--- src/rtl/id_ex_pipeline_reg_if.sv ---
// ============================================================================
// Module      : id_ex_pipeline_reg_if
// Description : ID->EX pipeline register bundle (ID-side inputs, EX-side
//               outputs, hold/flush/stall control).
// Revision    : 1.0 - initial release
// ============================================================================
`default_nettype none

interface id_ex_pipeline_reg_if;
  logic        HOLD;
  logic        FLUSH;

  logic        OP1SEL_IN;
  logic        OP2SEL_IN;
  logic        REG_WRITE_EN_IN;
  logic [1:0]  WB_SEL_IN;
  logic [4:0]  ALUOP_IN;
  logic [2:0]  BRANCH_JUMP_IN;
  logic [3:0]  READ_WRITE_IN;
  logic [31:0] PC_IN;
  logic [31:0] DATA1_IN;
  logic [31:0] DATA2_IN;
  logic [31:0] IMM_IN;
  logic [4:0]  RD_IN;
  logic [4:0]  RS1_IN;
  logic [4:0]  RS2_IN;

  logic        OP1SEL_OUT;
  logic        OP2SEL_OUT;
  logic        REG_WRITE_EN_OUT;
  logic [1:0]  WB_SEL_OUT;
  logic [4:0]  ALUOP_OUT;
  logic [2:0]  BRANCH_JUMP_OUT;
  logic [3:0]  READ_WRITE_OUT;
  logic [31:0] PC_OUT;
  logic [31:0] DATA1_OUT;
  logic [31:0] DATA2_OUT;
  logic [31:0] IMM_OUT;
  logic [4:0]  RD_OUT;
  logic [4:0]  RS1_OUT;
  logic [4:0]  RS2_OUT;
  logic        VALID_OUT;
  logic        STALL_OUT;

  modport master (
    output HOLD, FLUSH,
    output OP1SEL_IN, OP2SEL_IN, REG_WRITE_EN_IN, WB_SEL_IN, ALUOP_IN,
    output BRANCH_JUMP_IN, READ_WRITE_IN, PC_IN, DATA1_IN, DATA2_IN, IMM_IN,
    output RD_IN, RS1_IN, RS2_IN,
    input  OP1SEL_OUT, OP2SEL_OUT, REG_WRITE_EN_OUT, WB_SEL_OUT, ALUOP_OUT,
    input  BRANCH_JUMP_OUT, READ_WRITE_OUT, PC_OUT, DATA1_OUT, DATA2_OUT,
    input  IMM_OUT, RD_OUT, RS1_OUT, RS2_OUT, VALID_OUT, STALL_OUT
  );

  modport slave (
    input  HOLD, FLUSH,
    input  OP1SEL_IN, OP2SEL_IN, REG_WRITE_EN_IN, WB_SEL_IN, ALUOP_IN,
    input  BRANCH_JUMP_IN, READ_WRITE_IN, PC_IN, DATA1_IN, DATA2_IN, IMM_IN,
    input  RD_IN, RS1_IN, RS2_IN,
    output OP1SEL_OUT, OP2SEL_OUT, REG_WRITE_EN_OUT, WB_SEL_OUT, ALUOP_OUT,
    output BRANCH_JUMP_OUT, READ_WRITE_OUT, PC_OUT, DATA1_OUT, DATA2_OUT,
    output IMM_OUT, RD_OUT, RS1_OUT, RS2_OUT, VALID_OUT, STALL_OUT
  );
endinterface

`default_nettype wire

--- src/rtl/id_ex_pipeline_reg.sv ---
// ============================================================================
// Module      : id_ex_pipeline_reg
// Description : RV32IM ID->EX pipeline register with load-use bubble
//               insertion, branch flush and global hold.
//               Optional macro LOAD_USE_DETECT_EN enables hazard detection.
// Revision    : 1.0 - initial release
// ============================================================================
`default_nettype none

module id_ex_pipeline_reg (
  input  logic                 CLK,
  input  logic                 RESET,
  id_ex_pipeline_reg_if.slave  bus
);

  typedef struct packed {
    logic        valid;
    logic        op1sel;
    logic        op2sel;
    logic        reg_write_en;
    logic [1:0]  wb_sel;
    logic [4:0]  aluop;
    logic [2:0]  branch_jump;
    logic [3:0]  read_write;
    logic [31:0] pc;
    logic [31:0] data1;
    logic [31:0] data2;
    logic [31:0] imm;
    logic [4:0]  rd;
    logic [4:0]  rs1;
    logic [4:0]  rs2;
  } ex_entry_t;

  // Bubble is a NOP: no writeback, no memory access, no-branch code 3'b010.
  localparam ex_entry_t c_BUBBLE = '{
    valid: 1'b0, op1sel: 1'b0, op2sel: 1'b0, reg_write_en: 1'b0,
    wb_sel: 2'b00, aluop: 5'd0, branch_jump: 3'b010, read_write: 4'b0000,
    pc: 32'd0, data1: 32'd0, data2: 32'd0, imm: 32'd0,
    rd: 5'd0, rs1: 5'd0, rs2: 5'd0
  };

  ex_entry_t entry_q;
  ex_entry_t entry_d;
  ex_entry_t w_id_entry;
  logic      w_load_use;

  assign w_id_entry = '{
    valid: 1'b1, op1sel: bus.OP1SEL_IN, op2sel: bus.OP2SEL_IN,
    reg_write_en: bus.REG_WRITE_EN_IN, wb_sel: bus.WB_SEL_IN,
    aluop: bus.ALUOP_IN, branch_jump: bus.BRANCH_JUMP_IN,
    read_write: bus.READ_WRITE_IN, pc: bus.PC_IN, data1: bus.DATA1_IN,
    data2: bus.DATA2_IN, imm: bus.IMM_IN, rd: bus.RD_IN,
    rs1: bus.RS1_IN, rs2: bus.RS2_IN
  };

`ifdef LOAD_USE_DETECT_EN
  // Source match is format-agnostic; a false hit only costs one bubble.
  assign w_load_use = entry_q.valid
                   && (entry_q.wb_sel == 2'b01)
                   && entry_q.reg_write_en
                   && (entry_q.rd != 5'd0)
                   && ((entry_q.rd == bus.RS1_IN) || (entry_q.rd == bus.RS2_IN));
`else
  assign w_load_use = 1'b0;
`endif

  assign bus.STALL_OUT = w_load_use & ~bus.FLUSH & ~bus.HOLD;

  always_comb begin
    entry_d = entry_q;
    if (bus.HOLD) begin
      entry_d = entry_q;
    end else if (bus.FLUSH) begin
      entry_d = c_BUBBLE;
    end else if (w_load_use) begin
      entry_d = c_BUBBLE;
    end else begin
      entry_d = w_id_entry;
    end
  end

  always_ff @(posedge CLK) begin
    if (!RESET) begin
      entry_q <= c_BUBBLE;
    end else begin
      entry_q <= entry_d;
    end
  end

  assign bus.VALID_OUT        = entry_q.valid;
  assign bus.OP1SEL_OUT       = entry_q.op1sel;
  assign bus.OP2SEL_OUT       = entry_q.op2sel;
  assign bus.REG_WRITE_EN_OUT = entry_q.reg_write_en;
  assign bus.WB_SEL_OUT       = entry_q.wb_sel;
  assign bus.ALUOP_OUT        = entry_q.aluop;
  assign bus.BRANCH_JUMP_OUT  = entry_q.branch_jump;
  assign bus.READ_WRITE_OUT   = entry_q.read_write;
  assign bus.PC_OUT           = entry_q.pc;
  assign bus.DATA1_OUT        = entry_q.data1;
  assign bus.DATA2_OUT        = entry_q.data2;
  assign bus.IMM_OUT          = entry_q.imm;
  assign bus.RD_OUT           = entry_q.rd;
  assign bus.RS1_OUT          = entry_q.rs1;
  assign bus.RS2_OUT          = entry_q.rs2;

endmodule

`default_nettype wire

--- src/flat_wrapper.sv ---
// flat-port wrapper written by rule: the top's interface ports become plain ports
module id_ex_pipeline_reg_flat 
  (CLK, RESET, bus_HOLD, bus_FLUSH, bus_OP1SEL_IN, bus_OP2SEL_IN, bus_REG_WRITE_EN_IN, bus_WB_SEL_IN, bus_ALUOP_IN, bus_BRANCH_JUMP_IN, bus_READ_WRITE_IN, bus_PC_IN, bus_DATA1_IN, bus_DATA2_IN, bus_IMM_IN, bus_RD_IN, bus_RS1_IN, bus_RS2_IN, bus_OP1SEL_OUT, bus_OP2SEL_OUT, bus_REG_WRITE_EN_OUT, bus_WB_SEL_OUT, bus_ALUOP_OUT, bus_BRANCH_JUMP_OUT, bus_READ_WRITE_OUT, bus_PC_OUT, bus_DATA1_OUT, bus_DATA2_OUT, bus_IMM_OUT, bus_RD_OUT, bus_RS1_OUT, bus_RS2_OUT, bus_VALID_OUT, bus_STALL_OUT);
  id_ex_pipeline_reg_if bus_i ();
  input  logic CLK;
  input  logic RESET;
  input wire logic [$bits(bus_i.HOLD)-1:0] bus_HOLD;
  input wire logic [$bits(bus_i.FLUSH)-1:0] bus_FLUSH;
  input wire logic [$bits(bus_i.OP1SEL_IN)-1:0] bus_OP1SEL_IN;
  input wire logic [$bits(bus_i.OP2SEL_IN)-1:0] bus_OP2SEL_IN;
  input wire logic [$bits(bus_i.REG_WRITE_EN_IN)-1:0] bus_REG_WRITE_EN_IN;
  input wire logic [$bits(bus_i.WB_SEL_IN)-1:0] bus_WB_SEL_IN;
  input wire logic [$bits(bus_i.ALUOP_IN)-1:0] bus_ALUOP_IN;
  input wire logic [$bits(bus_i.BRANCH_JUMP_IN)-1:0] bus_BRANCH_JUMP_IN;
  input wire logic [$bits(bus_i.READ_WRITE_IN)-1:0] bus_READ_WRITE_IN;
  input wire logic [$bits(bus_i.PC_IN)-1:0] bus_PC_IN;
  input wire logic [$bits(bus_i.DATA1_IN)-1:0] bus_DATA1_IN;
  input wire logic [$bits(bus_i.DATA2_IN)-1:0] bus_DATA2_IN;
  input wire logic [$bits(bus_i.IMM_IN)-1:0] bus_IMM_IN;
  input wire logic [$bits(bus_i.RD_IN)-1:0] bus_RD_IN;
  input wire logic [$bits(bus_i.RS1_IN)-1:0] bus_RS1_IN;
  input wire logic [$bits(bus_i.RS2_IN)-1:0] bus_RS2_IN;
  output wire logic [$bits(bus_i.OP1SEL_OUT)-1:0] bus_OP1SEL_OUT;
  output wire logic [$bits(bus_i.OP2SEL_OUT)-1:0] bus_OP2SEL_OUT;
  output wire logic [$bits(bus_i.REG_WRITE_EN_OUT)-1:0] bus_REG_WRITE_EN_OUT;
  output wire logic [$bits(bus_i.WB_SEL_OUT)-1:0] bus_WB_SEL_OUT;
  output wire logic [$bits(bus_i.ALUOP_OUT)-1:0] bus_ALUOP_OUT;
  output wire logic [$bits(bus_i.BRANCH_JUMP_OUT)-1:0] bus_BRANCH_JUMP_OUT;
  output wire logic [$bits(bus_i.READ_WRITE_OUT)-1:0] bus_READ_WRITE_OUT;
  output wire logic [$bits(bus_i.PC_OUT)-1:0] bus_PC_OUT;
  output wire logic [$bits(bus_i.DATA1_OUT)-1:0] bus_DATA1_OUT;
  output wire logic [$bits(bus_i.DATA2_OUT)-1:0] bus_DATA2_OUT;
  output wire logic [$bits(bus_i.IMM_OUT)-1:0] bus_IMM_OUT;
  output wire logic [$bits(bus_i.RD_OUT)-1:0] bus_RD_OUT;
  output wire logic [$bits(bus_i.RS1_OUT)-1:0] bus_RS1_OUT;
  output wire logic [$bits(bus_i.RS2_OUT)-1:0] bus_RS2_OUT;
  output wire logic [$bits(bus_i.VALID_OUT)-1:0] bus_VALID_OUT;
  output wire logic [$bits(bus_i.STALL_OUT)-1:0] bus_STALL_OUT;
  assign bus_i.HOLD = bus_HOLD;
  assign bus_i.FLUSH = bus_FLUSH;
  assign bus_i.OP1SEL_IN = bus_OP1SEL_IN;
  assign bus_i.OP2SEL_IN = bus_OP2SEL_IN;
  assign bus_i.REG_WRITE_EN_IN = bus_REG_WRITE_EN_IN;
  assign bus_i.WB_SEL_IN = bus_WB_SEL_IN;
  assign bus_i.ALUOP_IN = bus_ALUOP_IN;
  assign bus_i.BRANCH_JUMP_IN = bus_BRANCH_JUMP_IN;
  assign bus_i.READ_WRITE_IN = bus_READ_WRITE_IN;
  assign bus_i.PC_IN = bus_PC_IN;
  assign bus_i.DATA1_IN = bus_DATA1_IN;
  assign bus_i.DATA2_IN = bus_DATA2_IN;
  assign bus_i.IMM_IN = bus_IMM_IN;
  assign bus_i.RD_IN = bus_RD_IN;
  assign bus_i.RS1_IN = bus_RS1_IN;
  assign bus_i.RS2_IN = bus_RS2_IN;
  assign bus_OP1SEL_OUT = bus_i.OP1SEL_OUT;
  assign bus_OP2SEL_OUT = bus_i.OP2SEL_OUT;
  assign bus_REG_WRITE_EN_OUT = bus_i.REG_WRITE_EN_OUT;
  assign bus_WB_SEL_OUT = bus_i.WB_SEL_OUT;
  assign bus_ALUOP_OUT = bus_i.ALUOP_OUT;
  assign bus_BRANCH_JUMP_OUT = bus_i.BRANCH_JUMP_OUT;
  assign bus_READ_WRITE_OUT = bus_i.READ_WRITE_OUT;
  assign bus_PC_OUT = bus_i.PC_OUT;
  assign bus_DATA1_OUT = bus_i.DATA1_OUT;
  assign bus_DATA2_OUT = bus_i.DATA2_OUT;
  assign bus_IMM_OUT = bus_i.IMM_OUT;
  assign bus_RD_OUT = bus_i.RD_OUT;
  assign bus_RS1_OUT = bus_i.RS1_OUT;
  assign bus_RS2_OUT = bus_i.RS2_OUT;
  assign bus_VALID_OUT = bus_i.VALID_OUT;
  assign bus_STALL_OUT = bus_i.STALL_OUT;
  id_ex_pipeline_reg u_core (.CLK(CLK), .RESET(RESET), .bus(bus_i));
endmodule
--- config.mk ---
export PLATFORM = sky130hd
export DESIGN_NAME = id_ex_pipeline_reg_flat
export DESIGN_NICKNAME = d
export VERILOG_FILES = /design/src/rtl/id_ex_pipeline_reg_if.sv /design/src/rtl/id_ex_pipeline_reg.sv /design/src/flat_wrapper.sv
export SDC_FILE = /design/constraint.sdc
export NUM_CORES = 1
export LEC_CHECK = 0
export ABC_AREA = 1
export CAP_MARGIN = 20
export CORE_AREA = 2 2 128 130
export CTS_CLUSTER_DIAMETER = 200
export DETAILED_ROUTE_END_ITERATION = 8
export DIE_AREA = 0 0 130 132
export MAX_ROUTING_LAYER = met4
export PLACE_DENSITY = 0.87
export SLEW_MARGIN = 20
export SYNTH_ARGS = -nofsm -noshare
export SYNTH_HDL_FRONTEND = slang
export SYNTH_SLANG_ARGS = --single-unit
--- constraint.sdc ---
create_clock -name CLK -period 1.43 [get_ports CLK]
set_clock_uncertainty 0.1 [all_clocks]
set_input_delay 0.2145 -clock CLK [delete_from_list [all_inputs] [get_ports CLK]]
set_output_delay 0.2145 -clock CLK [all_outputs]
set_load 0.05 [all_outputs]
==> impl_metrics.json <==
{
  "die_area_sq_mm": 0.0172,
  "cts_buffer_depth": 2,
  "critPathRequiredTime_ps": 1120,
  "path_delay_family": "flip-flops",
  "grt-ovfl-total": 0,
  "via_per_inst": 4.82,
  "grt_pass1_vias": 6192,
  "ys_seq_area_frac": 0.579,
  "die_x_microns": 130,
  "fillers": 979,
  "grt_pass1_wl_microns": 30900,
  "drc": 0,
  "postCtsSetupBuffers": 0,
  "cp.depth": 1,
  "period_needed_ps": 1320,
  "tns_ps": 0,
  "worstSetupPathType": "flip-flop to output port",
  "ios": 326,
  "yosysWarnings": 0,
  "grt_usage": 0.239,
  "powerDensity_mw_per_mm2": 1020,
  "port_buffers": 324,
  "syn_nets": 863,
  "holdBufCountCts": 0,
  "grt_start_max_net_pins": 92,
  "first_pass_iters": 5,
  "numCtsBuffers": 17,
  "slew_violations": 0,
  "place_ws_ps": -231,
  "die_h_microns": 132,
  "synth_area_per_cell_sq_um": 7.96,
  "setup_violations": 0,
  "fin_area_sq_mm": 0.0114,
  "start_util": 0.354,
  "ant_nets": 0,
  "layout-drive-gt1-share": 0.217,
  "startpoint_type": "flip-flop",
  "clockRootBuffer": "clkbuf_16",
  "ys_types": 13,
  "ys_ff_latch": 161,
  "core_sq_mm": 0.0157,
  "diodes": 0,
  "rr_worst_depth": 2,
  "hold_path_class": "input port to flip-flop",
  "clkTransAtPathRegs_ps": 60,
  "min_period_over_period": 0.925,
  "insertion_delay_ps": 410,
  "slowest_delay_ps": 420,
  "num_rows": 46,
  "place_congestion": 0.829,
  "place_area_sq_mm": 0.0108,
  "finalWorstSetupSlack_ps": 107,
  "crit_chain": "buf_12",
  "holdWs_ps": 249,
  "end_kind": "output port",
  "wl_per_cell_microns": 16.3,
  "syn_inst": 699,
  "crit_slowest_cell": "dfxtp_1",
  "hpwl_microns": 15500,
  "status": "completed",
  "antenna_found_initial": 0,
  "critPathMaxFanout": 2,
  "rsz0062_at_grt": "no",
  "cap_violations": 0,
  "hold_viol": 0,
  "hold_depth": 3,
  "htree_levels": 4,
  "wirelength_microns": 20300,
  "via_count": 6016,
  "layout.nets": 1185,
  "drt-initial-drc-count": 297,
  "cts_tree": "done",
  "cp.arrival_ps": 1010,
  "clock_sink_count": 161,
  "syn_to_final_growth_pct": 104,
  "postCtsResizedCells": 0,
  "clock.fmax_ghz": 0.756,
  "leakage_nw": 4.31,
  "vdd.ir_drop.worst_mv": 0.694,
  "synth_area_sq_mm": 0.00557,
  "cp_num_buf_inv": 1
}
cell usage after synthesis:
master    count  area (sq um)
nor2_1        1          3.75
o21bai_1      1          7.51
a21oi_1     160           801
buf_4         2          15.0
buf_2        11          55.1
dfxtp_1     161          3220
clkbuf_1     28           105
nand3_1       1          5.00
conb_1        1          3.75
nor2_4        1          11.3
nand2_1     319          1200
inv_2         1          3.75
buf_6        12           135
metal layers:
metal	GRT usage	routed length (microns)	vias to the layer above
met5	-	0	-
met1	0.239	7320	2819
li1	-	-	2868
met4	0.121	901	0
met3	0.0735	1550	59
met2	0.415	10500	270
metrics by stage:
step | total power [mW] | std cells | utilization
2_1_floorplan | 5.85 | 699 | -
3_3_place_gp | 7.25 | 1218 | 0.687
3_5_place_dp | 7.30 | 1218 | 0.687
4_1_cts | 11.7 | 1247 | 0.723
5_1_grt | 12.0 | 1247 | 0.723
6_report | 11.6 | 1247 | 0.723
power breakdown:
group | internal (mW) | switching [mW] | leakage, nW | total, mW
registers | 4.66 | 0.186 | 1.31 | 4.85
clock network | 2.64 | 1.80 | 0.278 | 4.44
logic | 1.23 | 1.13 | 2.71 | 2.36
total | 8.53 | 3.11 | 4.31 | 11.6
cell families (layout without fill, tap and decap cells):
logic type / after synthesis / after routing / synth area share
AND/OR/NAND/NOR: 322 / 322 / 0.219
other: 1 / 1 / 0.000674
flip-flops: 161 / 161 / 0.579
AO/OA/AOI/OAI: 161 / 161 / 0.145
buffers and inverters: 54 / 386 / 0.0564
worst min-delay path, stage by stage:
cell and delay [ps]:
clkdlybuf4s50_1 390, nand2_1 60, a21oi_1 50
area by class of cell:
| class | instances | area (sq um) | share of cell area |
|---|---|---|---|
| Clock buffer | 20 | 457 | 0.0402 |
| Clock inverter | 9 | 109 | 0.00958 |
| Inverter | 1 | 6.26 | 0.000551 |
| Multi-Input combinational cell | 484 | 2030 | 0.179 |
| Sequential cell | 161 | 3220 | 0.284 |
| Tap cell | 216 | 270 | 0.0238 |
| Timing Repair Buffer | 356 | 5270 | 0.464 |
state kept, by name (all words and copies together), names as in the netlist:
register                     flops
u_core.bus.ALUOP_OUT             5
u_core.bus.BRANCH_JUMP_OUT       3
u_core.bus.DATA1_OUT            32
u_core.bus.DATA2_OUT            32
u_core.bus.IMM_OUT              32
u_core.bus.OP1SEL_OUT            1
u_core.bus.OP2SEL_OUT            1
u_core.bus.PC_OUT               32
u_core.bus.RD_OUT                5
u_core.bus.READ_WRITE_OUT        4
u_core.bus.REG_WRITE_EN_OUT      1
u_core.bus.RS1_OUT               5
u_core.bus.RS2_OUT               5
u_core.bus.VALID_OUT             1
u_core.bus.WB_SEL_OUT            2
final timing paths:
check                                                   from  slack [ps]                      endpoint
worst min-delay path                        bus_DATA1_IN[13]         250      u_core.bus.DATA1_OUT[13]
worst min register to register         u_core.bus.RS1_OUT[1]         400         u_core.bus.RS1_OUT[1]
worst max-delay path                    u_core.bus.RD_OUT[2]         110                 bus_RD_OUT[2]
worst max register to register  u_core.bus.READ_WRITE_OUT[0]         550  u_core.bus.READ_WRITE_OUT[0]
layout by cell type (no fill, tap or decap):
cell / count
nand2_1: 319
buf_12: 175
clkdlybuf4s50_1: 162
dfxtp_1: 161
a21oi_1: 160
buf_4: 19
clkbuf_16: 17
clkinv_2: 3
clkbuf_8: 2
bufinv_16: 2
inv_6: 2
nor2_4: 1
inv_4: 1
o21bai_1: 1
nand3_1: 1
nor2_1: 1
conb_1: 1
clkinvlp_4: 1
clkbuf_1: 1
clkinv_4: 1
(Power assumes the default switching activity.)
==> RTL change, RTL diff (config.mk and constraints unchanged) <==
Reset style: asynchronous (`RESET`), changed in one clocked block.
--- a/src/rtl/id_ex_pipeline_reg.sv
+++ b/src/rtl/id_ex_pipeline_reg.sv
@@ -79,7 +79,7 @@
     end
   end
 
-  always_ff @(posedge CLK) begin
+  always_ff @(posedge CLK or negedge RESET) begin
     if (!RESET) begin
       entry_q <= c_BUBBLE;
     end else begin
Formal check against the unedited RTL: differs if RESET is asserted again (counterexample within 4 cycles, from zero or initial values and one cycle with RESET low); with RESET held inactive, the same outputs for 4 cycles.
==> RTL change against the original RTL <==
  * Power is 17% higher
  * Setup slack got worse by 0.097 ns
  * Highest routed layer unchanged
  * Routed wire length rose by 1.0%
  * Sequential cell count did not move
  * Design area rose by 3.4%
  * Die area unchanged
  * Area after synthesis grew 9.3%
  * Maximum frequency down 6.8%
  * Critical path depth unchanged
  * First-iteration DRC count increased by 23%
  * Clock power decreased by 1%
==> RTL change: results (changes against the original RTL) <==
STA
  • Hold WS: 0.142 ns (-0.107 ns)

Hold path
  • Hold crit path type: input port to async pin

Global routing
  • First-pass GRT wire length: 31.9 mm (+3.3%)
  • Global-route usage over all layers: 25.1% (+1.2 points)
  • Vias in the first global route: 6140 (-0.84%)
  • Largest net degree at the start of global routing: 103 (+12%)

Worst setup path
  • Reg2Reg Setup Slack: 0.59 ns (+0.04 ns)
  • Critical path data arrival time: 1.11 ns (+0.10 ns)

Logic synthesis
  • Largest cells by area after synthesis: dfrtp_1, nand2_1, buf_4
  • Ys flop type: dfrtp_1
  • Syn nets: 846 (-2.0%)
  • Ys async rst share: 100% (+100 points)
  • Mapped Avg Cell Area: 8.92 sq um (+12%)
  • Synth top cells by count: nand2_1, dfrtp_1, buf_2

Detailed routing
  • Drt initial violations: 365 (+23%)
  • First-pass DRT Iterations: 4 (-1)
  • Post-DR wirelength/cell: 16.6 um (+2.4%)

Place
  • Post-detail-place hpwl: 15.5 mm (+0.46%)
  • Placer Congestion: 0.802 (-3.3%)
  • Cell Area, Placed: 11200 sq um (+3.4%)

Finish
  • Nets: 1166 (-1.6%)

Outcome
  • Outcome: finished clean

Power
  • Switching share of power: 31.2% (+4.5 points)
  • Peak VDD IR: 0.738 mV (+6.3%)
  • Pleak: 5.86 nW (+36%)
==> RTL change: changes by cell type in the layout (fill, tap and decap cells not counted), sizes merged, moves of 2 or more <==
cell    unedited run  this run
a21oi            160         0
dfxtp            161         0
clkinv             4         7
o21ai              0         2
buf              194       175
nand2            319       480
dfrtp              0       160
==> RTL change: repair_timing <==
item,in CTS,in global routing
hold endpoints to repair,160,0
endpoints found under the setup margin,1,1
hold buffers,1,0
==> RTL change: routing by layer <==
layer	vias up	track usage, %
met3	42	7.79
met4	0	9.44
met5	-	-
met1	2707	26.3
met2	281	43.7
li1	2680	-
==> RTL change: power by group through the flow <==
| stage | logic [mW] | clock network, mW | registers (mW) |
|---|---|---|---|
| 2_1_floorplan | 0.433 | 0 | 6.43 |
| 3_3_place_gp | 3.85 | 0 | 5.37 |
| 3_5_place_dp | 3.92 | 0 | 5.40 |
| 4_1_cts | 3.93 | 4.49 | 5.32 |
| 5_1_grt | 4.07 | 4.68 | 5.35 |
| 6_report | 3.90 | 4.39 | 5.32 |
==> RTL change: layout make-up <==
| cell class | instances | area (sq um) |
|---|---|---|
| tap | 216 | 270 |
| clock buffer | 21 | 470 |
| clock inverter | 11 | 105 |
| timing repair buffer | 337 | 5040 |
| sequential | 161 | 4030 |
| fill | 921 | 3970 |
| inverter | 1 | 3.75 |
| multi-input combinational | 484 | 1830 |
==> RTL change: cell families after synthesis <==
kind of cell | after synthesis | synth area share [%]
AND/OR/NAND/NOR | 481 | 29.8
AO/OA/AOI/OAI | 2 | 0.164
buffers and inverters | 37 | 3.76
flip-flops | 161 | 66.2
other | 1 | 0.0616
